==> src/rtl/sdckgen_wide_if.sv <==
// Configuration and clock-word bundle between the SDIO engines and the
// wide SD clock generator. The generator takes the slave side.
interface sdckgen_wide_if #(
   parameter int NSER     = 8,
   parameter int LGMAXDIV = 12
);
   logic                cfg_clk90;
   logic [LGMAXDIV-1:0] cfg_ckspd;
   logic                cfg_shutdown;
   logic [NSER-1:0]     ckwide;
   logic                ckstb;
   logic                hlfck;
   logic [LGMAXDIV-1:0] ckspd;
   logic                stopped;

   modport master (
      output cfg_clk90, cfg_ckspd, cfg_shutdown,
      input  ckwide, ckstb, hlfck, ckspd, stopped
   );

   modport slave (
      input  cfg_clk90, cfg_ckspd, cfg_shutdown,
      output ckwide, ckstb, hlfck, ckspd, stopped
   );
endinterface

==> src/rtl/sdckgen_wide.sv <==
// SD-card clock generator feeding an NSER:1 serdes. Produces NSER clock-line
// bits per clk cycle with a period of 4*(D+1) bit-times, an optional
// quarter-period lead, and stop/restart only on period boundaries so the
// line never carries a runt pulse.
module sdckgen_wide #(
   parameter int NSER     = 8,
   parameter int LGMAXDIV = 12
) (
   input  logic              clk,
   input  logic              reset,
   sdckgen_wide_if.slave     bus
);
   localparam int W = LGMAXDIV + 3;

   typedef enum logic {
      ST_RUN,
      ST_STOPPED
   } state_t;

   state_t              state;
   logic [W-1:0]        phase;
   logic [LGMAXDIV-1:0] active_spd;
   logic                active_clk90;

   logic [NSER-1:0]     nxt_wide;
   logic                nxt_stb;
   logic                nxt_hlf;
   logic                nxt_halt;
   logic                nxt_stop_first;
   logic [W-1:0]        nxt_phase;
   logic [LGMAXDIV-1:0] nxt_spd;
   logic                nxt_clk90;

   // Walk the word bit by bit, latching config at each boundary and stopping at the first boundary seen with shutdown high.
   always_comb begin
      logic [W-1:0] p;
      logic [W-1:0] q;
      logic [W-1:0] q2;
      logic [W-1:0] q3;
      logic [W-1:0] q4;
      p              = (state == ST_STOPPED) ? '0 : phase;
      q              = '0;
      q2             = '0;
      q3             = '0;
      q4             = '0;
      nxt_wide       = '0;
      nxt_stb        = 1'b0;
      nxt_hlf        = 1'b0;
      nxt_halt       = 1'b0;
      nxt_stop_first = 1'b0;
      nxt_spd        = active_spd;
      nxt_clk90      = active_clk90;
      for (int b = NSER - 1; b >= 0; b--) begin
         if (!nxt_halt) begin
            if (p == '0) begin
               if (bus.cfg_shutdown) begin
                  nxt_halt       = 1'b1;
                  nxt_stop_first = (b == NSER - 1);
               end else begin
                  nxt_spd   = bus.cfg_ckspd;
                  nxt_clk90 = bus.cfg_clk90;
                  nxt_stb   = 1'b1;
               end
            end
            if (!nxt_halt) begin
               q  = W'(nxt_spd) + W'(1);
               q2 = q << 1;
               q3 = q2 + q;
               q4 = q << 2;
               if (nxt_clk90)
                  nxt_wide[b] = (p >= q) && (p < q3);
               else
                  nxt_wide[b] = (p >= q2);
               if (p == q2)
                  nxt_hlf = 1'b1;
               if (p == q4 - W'(1))
                  p = '0;
               else
                  p = p + W'(1);
            end
         end
      end
      nxt_phase = nxt_halt ? '0 : p;
   end

   // Register state, active config and every output word so the serdes sees clean flops.
   always_ff @(posedge clk) begin
      if (reset) begin
         state        <= ST_STOPPED;
         phase        <= '0;
         active_spd   <= '0;
         active_clk90 <= 1'b0;
         bus.ckwide   <= '0;
         bus.ckstb    <= 1'b0;
         bus.hlfck    <= 1'b0;
         bus.ckspd    <= '0;
         bus.stopped  <= 1'b1;
      end else begin
         state        <= nxt_halt ? ST_STOPPED : ST_RUN;
         phase        <= nxt_phase;
         active_spd   <= nxt_spd;
         active_clk90 <= nxt_clk90;
         bus.ckwide   <= nxt_wide;
         bus.ckstb    <= nxt_stb;
         bus.hlfck    <= nxt_hlf;
         bus.ckspd    <= nxt_spd;
         bus.stopped  <= nxt_halt && nxt_stop_first;
      end
   end
endmodule

==> src/flat_wrapper.sv <==
// flat-port wrapper written by rule: the top's interface ports become plain ports
module sdckgen_wide_flat 
#(
   parameter int NSER     = 8,
   parameter int LGMAXDIV = 12
)
  (clk, reset, bus_cfg_clk90, bus_cfg_ckspd, bus_cfg_shutdown, bus_ckwide, bus_ckstb, bus_hlfck, bus_ckspd, bus_stopped);
  sdckgen_wide_if #(.NSER(NSER), .LGMAXDIV(LGMAXDIV)) bus_i ();
  input  logic clk;
  input  logic reset;
  input wire logic [$bits(bus_i.cfg_clk90)-1:0] bus_cfg_clk90;
  input wire logic [$bits(bus_i.cfg_ckspd)-1:0] bus_cfg_ckspd;
  input wire logic [$bits(bus_i.cfg_shutdown)-1:0] bus_cfg_shutdown;
  output wire logic [$bits(bus_i.ckwide)-1:0] bus_ckwide;
  output wire logic [$bits(bus_i.ckstb)-1:0] bus_ckstb;
  output wire logic [$bits(bus_i.hlfck)-1:0] bus_hlfck;
  output wire logic [$bits(bus_i.ckspd)-1:0] bus_ckspd;
  output wire logic [$bits(bus_i.stopped)-1:0] bus_stopped;
  assign bus_i.cfg_clk90 = bus_cfg_clk90;
  assign bus_i.cfg_ckspd = bus_cfg_ckspd;
  assign bus_i.cfg_shutdown = bus_cfg_shutdown;
  assign bus_ckwide = bus_i.ckwide;
  assign bus_ckstb = bus_i.ckstb;
  assign bus_hlfck = bus_i.hlfck;
  assign bus_ckspd = bus_i.ckspd;
  assign bus_stopped = bus_i.stopped;
  sdckgen_wide #(.NSER(NSER), .LGMAXDIV(LGMAXDIV)) u_core (.clk(clk), .reset(reset), .bus(bus_i));
endmodule
==> config.mk <==
export PLATFORM = sky130hd
export DESIGN_NAME = sdckgen_wide_flat
export DESIGN_NICKNAME = d
export VERILOG_FILES = /design/src/rtl/sdckgen_wide_if.sv /design/src/rtl/sdckgen_wide.sv /design/src/flat_wrapper.sv
export SDC_FILE = /design/constraint.sdc
export NUM_CORES = 1
export LEC_CHECK = 0
export ABC_CLOCK_PERIOD_IN_PS = 54700
export BUFFER_PORTS_ARGS = -buffer_cell sky130_fd_sc_hd__buf_2
export CAP_MARGIN = 20
export CORE_MARGIN = 8
export CORE_UTILIZATION = 60
export CTS_CLUSTER_SIZE = 30
export DETAILED_ROUTE_END_ITERATION = 8
export GPL_TIMING_DRIVEN = 1
export PLACE_DENSITY = 0.89
export SLEW_MARGIN = 30
export SYNTH_ARGS = -nofsm -noshare
export SYNTH_HDL_FRONTEND = slang
export SYNTH_SLANG_ARGS = --single-unit
==> constraint.sdc <==
create_clock -name clk -period 54.7 [get_ports clk]
set_input_delay 13.675 -clock clk [delete_from_list [all_inputs] [get_ports clk]]
set_output_delay 13.675 -clock clk [all_outputs]
set_load 0.005 [all_outputs]
==> insert_results.sql <==
INSERT INTO impl_metrics (metric_group, metric, value, unit) VALUES
('synth', 'synth_flop_cell', 'sky130_fd_sc_hd__dfxtp_1', ''),
('clock_network', 'clock_sinks', '40', ''),
('clock_network', 'worst_skew_pair.late_latency', '0.34', 'ns'),
('place', 'place_worst_setup_slack', '-0.3865', 'ns'),
('die', 'io_pins', '39', ''),
('timing', 'max_slew_headroom', '25.86', '%'),
('timing', 'worst_setup_margin', '1.928', 'ns'),
('timing', 'max_clock_freq', '18.95', 'MHz'),
('worst_hold_path', 'worstHoldPathType', 'reg -> reg', ''),
('clock_network', 'clock_tree_from_tritoncts', 'done', ''),
('die', 'fp.dieArea', '51880', 'um2'),
('synth', 'post-synth-top-area-cell', 'sky130_fd_sc_hd__ha_1', ''),
('cells_and_area', 'drive_gt1_share', '9.127', '%'),
('clock_network', 'tritoncts.num_buffers', '5', ''),
('place', 'port_buffers', '38', ''),
('worst_setup_path', 'cpPeakStageDelay', '0.82', 'ns'),
('timing', 'worst_pin_slew', '1.104', 'ns'),
('job', 'maxCapViolations', '0', ''),
('synth', 'top_cells_by_area_synth', 'sky130_fd_sc_hd__ha_1 (25%), sky130_fd_sc_hd__xnor2_1 (8.4%), sky130_fd_sc_hd__a21oi_1 (4.9%)', ''),
('timing', 'final_max_slew_viol_count', '0', ''),
('cells_and_area', 'fillers', '3908', ''),
('worst_setup_path', 'path_max_fanout', '71', ''),
('timing', 'timing.final.setup_violations', '0', ''),
('synth', 'ys_ff_latch', '40', ''),
('worst_setup_path', 'timing.critical_path.mode_cell', 'sky130_fd_sc_hd__ha_1', ''),
('pwr', 'p_leak', '13.66', 'nW'),
('global_route', 'grt_pass1_vias', '27190', ''),
('route', 'firstDrtPassIters', '8', ''),
('worst_setup_path', 'worstSetupPathType', 'in -> reg', ''),
('clock_network', 'clock_path_buffers', '2', ''),
('die', 'core_area', '44220', 'um2'),
('cells_and_area', 'final_core_util', '64.80', '%'),
('route', 'totalWireLength', '100500', 'um'),
('worst_setup_path', 'critPathCaptureType', 'register', ''),
('clock_network', 'htree_num_levels', '2', ''),
('global_route', 'grt_pass1_wl', '154300', 'um'),
('route', 'post-route-drc-count', '0', ''),
('cells_and_area', 'layout.area.seq', '800.8', 'um2'),
('place', 'hpwl', '81820', 'um'),
('die', 'initial_core_util', '60.85', '%'),
('cells_and_area', 'nets', '4292', ''),
('global_route', 'globalRouteTotalUtil', '36.17', '%'),
('synth', 'post_synth_inst_count', '3693', ''),
('route', 'drt.antenna.violating_nets', '0', ''),
('route', 'avgViaCountPerCell', '6.715', ''),
('route', 'vias', '29070', ''),
('worst_setup_path', 'cp.arrival', '53.04', 'ns'),
('worst_setup_path', 'timing.critical_path.slowest_stage_cell', 'sky130_fd_sc_hd__o31ai_1', ''),
('global_route', 'maximum_number_of_pins_on_one_net_before_global_route_repair', '72', ''),
('synth', 'ys_seq_area_share', '2.976', '%'),
('die', 'placementRows', '77', ''),
('route', 'first_iter_violations', '3806', ''),
('timing', 'hold_violations', '0', ''),
('die', 'floorplan.die.height', '227.8', 'um'),
('timing', 'setup_tns', '0', 'ns'),
('worst_setup_path', 'start_kind', 'input port', ''),
('die', 'dieWidth', '227.8', 'um'),
('worst_setup_path', 'cp_data_required_time', '54.97', 'ns'),
('pwr', 'ir_worst_vdd', '0.00005787', 'V'),
('worst_setup_path', 'r2r.worst_path.cells', '196', ''),
('pwr', 'pwr_density_cell', '47.37', 'nW/um2'),
('synth', 'synth_edf_count', '0', ''),
('worst_hold_path', 'worst_hold_path.num_cells', '6', ''),
('route', 'detail_route.wl_per_cell', '23.21', 'um'),
('synth', 'synthDistinctLibCells', '129', ''),
('run_status', 'run_status', 'completed', ''),
('global_route', 'antenna_found_initial', '6', ''),
('synth', 'synth_top_area_share', '24.78', '%'),
('synth', 'synth_nets', '4250', ''),
('clock_network', 'clk_root_buffer_cell', 'sky130_fd_sc_hd__clkbuf_16', ''),
('pwr', 'power_after_layout', '1.357', 'mW'),
('timing', 'fin_crit_sh', '96.48', '%'),
('place', 'place_congestion', '1.095', ''),
('synth', 'synth-async-reset-ratio', '0', '%'),
('synth', 'mean_syn_cell_area', '7.286', 'um2'),
('synth', 'ys_warn_count', '0', ''),
('clock_network', 'cts.clk_slew.worst_paths', '0.10', 'ns'),
('timing', 'fin_crit', '52.77', 'ns'),
('cells_and_area', 'area_growth_syn_to_layout', '6.491', '%'),
('synth', 'post_synth_instance_area', '26910', 'um2'),
('cells_and_area', 'multiInputGateArea', '24940', 'um2'),
('global_route', 'grt_overflow_total', '0', ''),
('timing', 'skew', '0.03215', 'ns');
## metrics by stage
step	hold slack (ns)	instance area, um2	cells
after floorplan	0.5508	26910	3693
after global placement	0.7837	28090	4303
after detailed placement	0.8044	28100	4303
after CTS	0.8095	28270	4311
after global routing	0.8957	28660	4329
final	0.8345	28660	4329
## cells in the final DEF (no fill, tap or decap), types with 20 or more instances in the layout
cell type                  synthesis  final
sky130_fd_sc_hd__inv_1           232    232
sky130_fd_sc_hd__nor2_1          254    252
sky130_fd_sc_hd__nand2b_1        119    119
sky130_fd_sc_hd__a211oi_1         26     24
sky130_fd_sc_hd__xnor2_1         259    255
sky130_fd_sc_hd__o21a_1           25     25
sky130_fd_sc_hd__xor2_1          146    144
sky130_fd_sc_hd__buf_2            22     38
sky130_fd_sc_hd__o21ai_1          23     20
sky130_fd_sc_hd__or3_1            31     31
sky130_fd_sc_hd__dfxtp_1          40     40
sky130_fd_sc_hd__and2_1           44     43
sky130_fd_sc_hd__mux2_2           34     34
sky130_fd_sc_hd__a21o_1           64     63
sky130_fd_sc_hd__mux2i_1          75     73
sky130_fd_sc_hd__a21oi_1         261    257
sky130_fd_sc_hd__nand3_1         141    139
sky130_fd_sc_hd__nand2_1         278    278
sky130_fd_sc_hd__a31oi_1          22     22
sky130_fd_sc_hd__and4_1           23     23
sky130_fd_sc_hd__nand4_1          68     68
sky130_fd_sc_hd__o21ai_0         198    198
sky130_fd_sc_hd__and3_1           39     39
sky130_fd_sc_hd__nor4_1           49     47
sky130_fd_sc_hd__nor3_1           98     94
sky130_fd_sc_hd__nor2b_1         123    122
sky130_fd_sc_hd__buf_4             8    116
sky130_fd_sc_hd__ha_1            533    528
## layer usage
layer / routed length (um) / vias up / GRT usage (%)
li1: - / 13350 / -
met3: 11300 / 516 / 7.235
met4: 6760 / 8 / 18.89
met1: 39470 / 13300 / 46.06
met5: 44 / - / 0
met2: 42880 / 1898 / 57.13
## Yosys cell counts, drive strengths merged, types with 33 or more instances
library cell and number:
a211oi 33, a21o 64, a21oi 267, and2 47, and3 39, buf 41
clkbuf 79, dfxtp 40, ha 533, inv 245, mux2 38, mux2i 79
nand2 281, nand2b 119, nand3 142, nand4 69, nor2 257, nor2b 123
nor3 98, nor4 53, o21ai 224, xnor2 261, xor2 147
## logic make-up after synthesis
| family | synth area share [%] |
|---|---|
| AO/OA/AOI/OAI | 21.12 |
| AND/OR/NAND/NOR | 26.28 |
| adder cells (fa/ha/maj) | 25.53 |
| multiplexers | 4.817 |
| flip-flops | 2.976 |
| XOR/XNOR | 13.87 |
| buffers and inverters | 5.417 |
## critical path, delay by kind of cell
family	cells	cell delay [ns]
xor+xnor	15	3.42
buf+inv	25	4.05
mux	10	2.62
compound gates	45	8.90
simple gates	69	14.83
fa+ha+maj	23	5.46
## power breakdown
part           internal [mW]  total (mW)  switching, mW
Combinational          0.518        1.27          0.749
Clock                 0.0220      0.0422         0.0202
Sequential            0.0340      0.0483         0.0143
Total                  0.574        1.36          0.783
## state kept, by name, indices dropped and copies added, names as in the netlist
name / count
u_core.bus.ckstb: 1
u_core.bus.ckwide: 8
u_core.bus.stopped: 1
u_core.phase: 15
u_core.bus.ckspd: 12
u_core.state: 1
u_core.active_clk90: 1
u_core.bus.hlfck: 1
## layout make-up
type | count | share of cell area, %
tap | 592 | 2.585
sequential | 40 | 2.795
timing repair buffer | 155 | 3.773
antenna | 1 | 0.008733
inverter | 245 | 3.209
clock buffer | 5 | 0.4366
clock inverter | 3 | 0.1616
multi-input combinational | 3288 | 87.03
## what timing repair did
action                     4_1_cts  5_1_grt
hold buffers                     0        0
resized for setup                1       48
cloned                           0        0
setup endpoints to repair        1       17
pin swaps                        0        5
buffers inserted                 0       17
## worst paths after layout
kind	from	to	slack [ns]
hold / removal	u_core.phase[13]	u_core.bus.ckwide[7]	0.83
setup / recovery	bus_cfg_shutdown	u_core.bus.ckwide[0]	1.93
setup reg to reg	u_core.state	u_core.bus.ckwide[0]	13.25
hold reg to reg	u_core.phase[13]	u_core.bus.ckwide[7]	0.83
No activity file was read; power rests on OpenSTA's default activity.
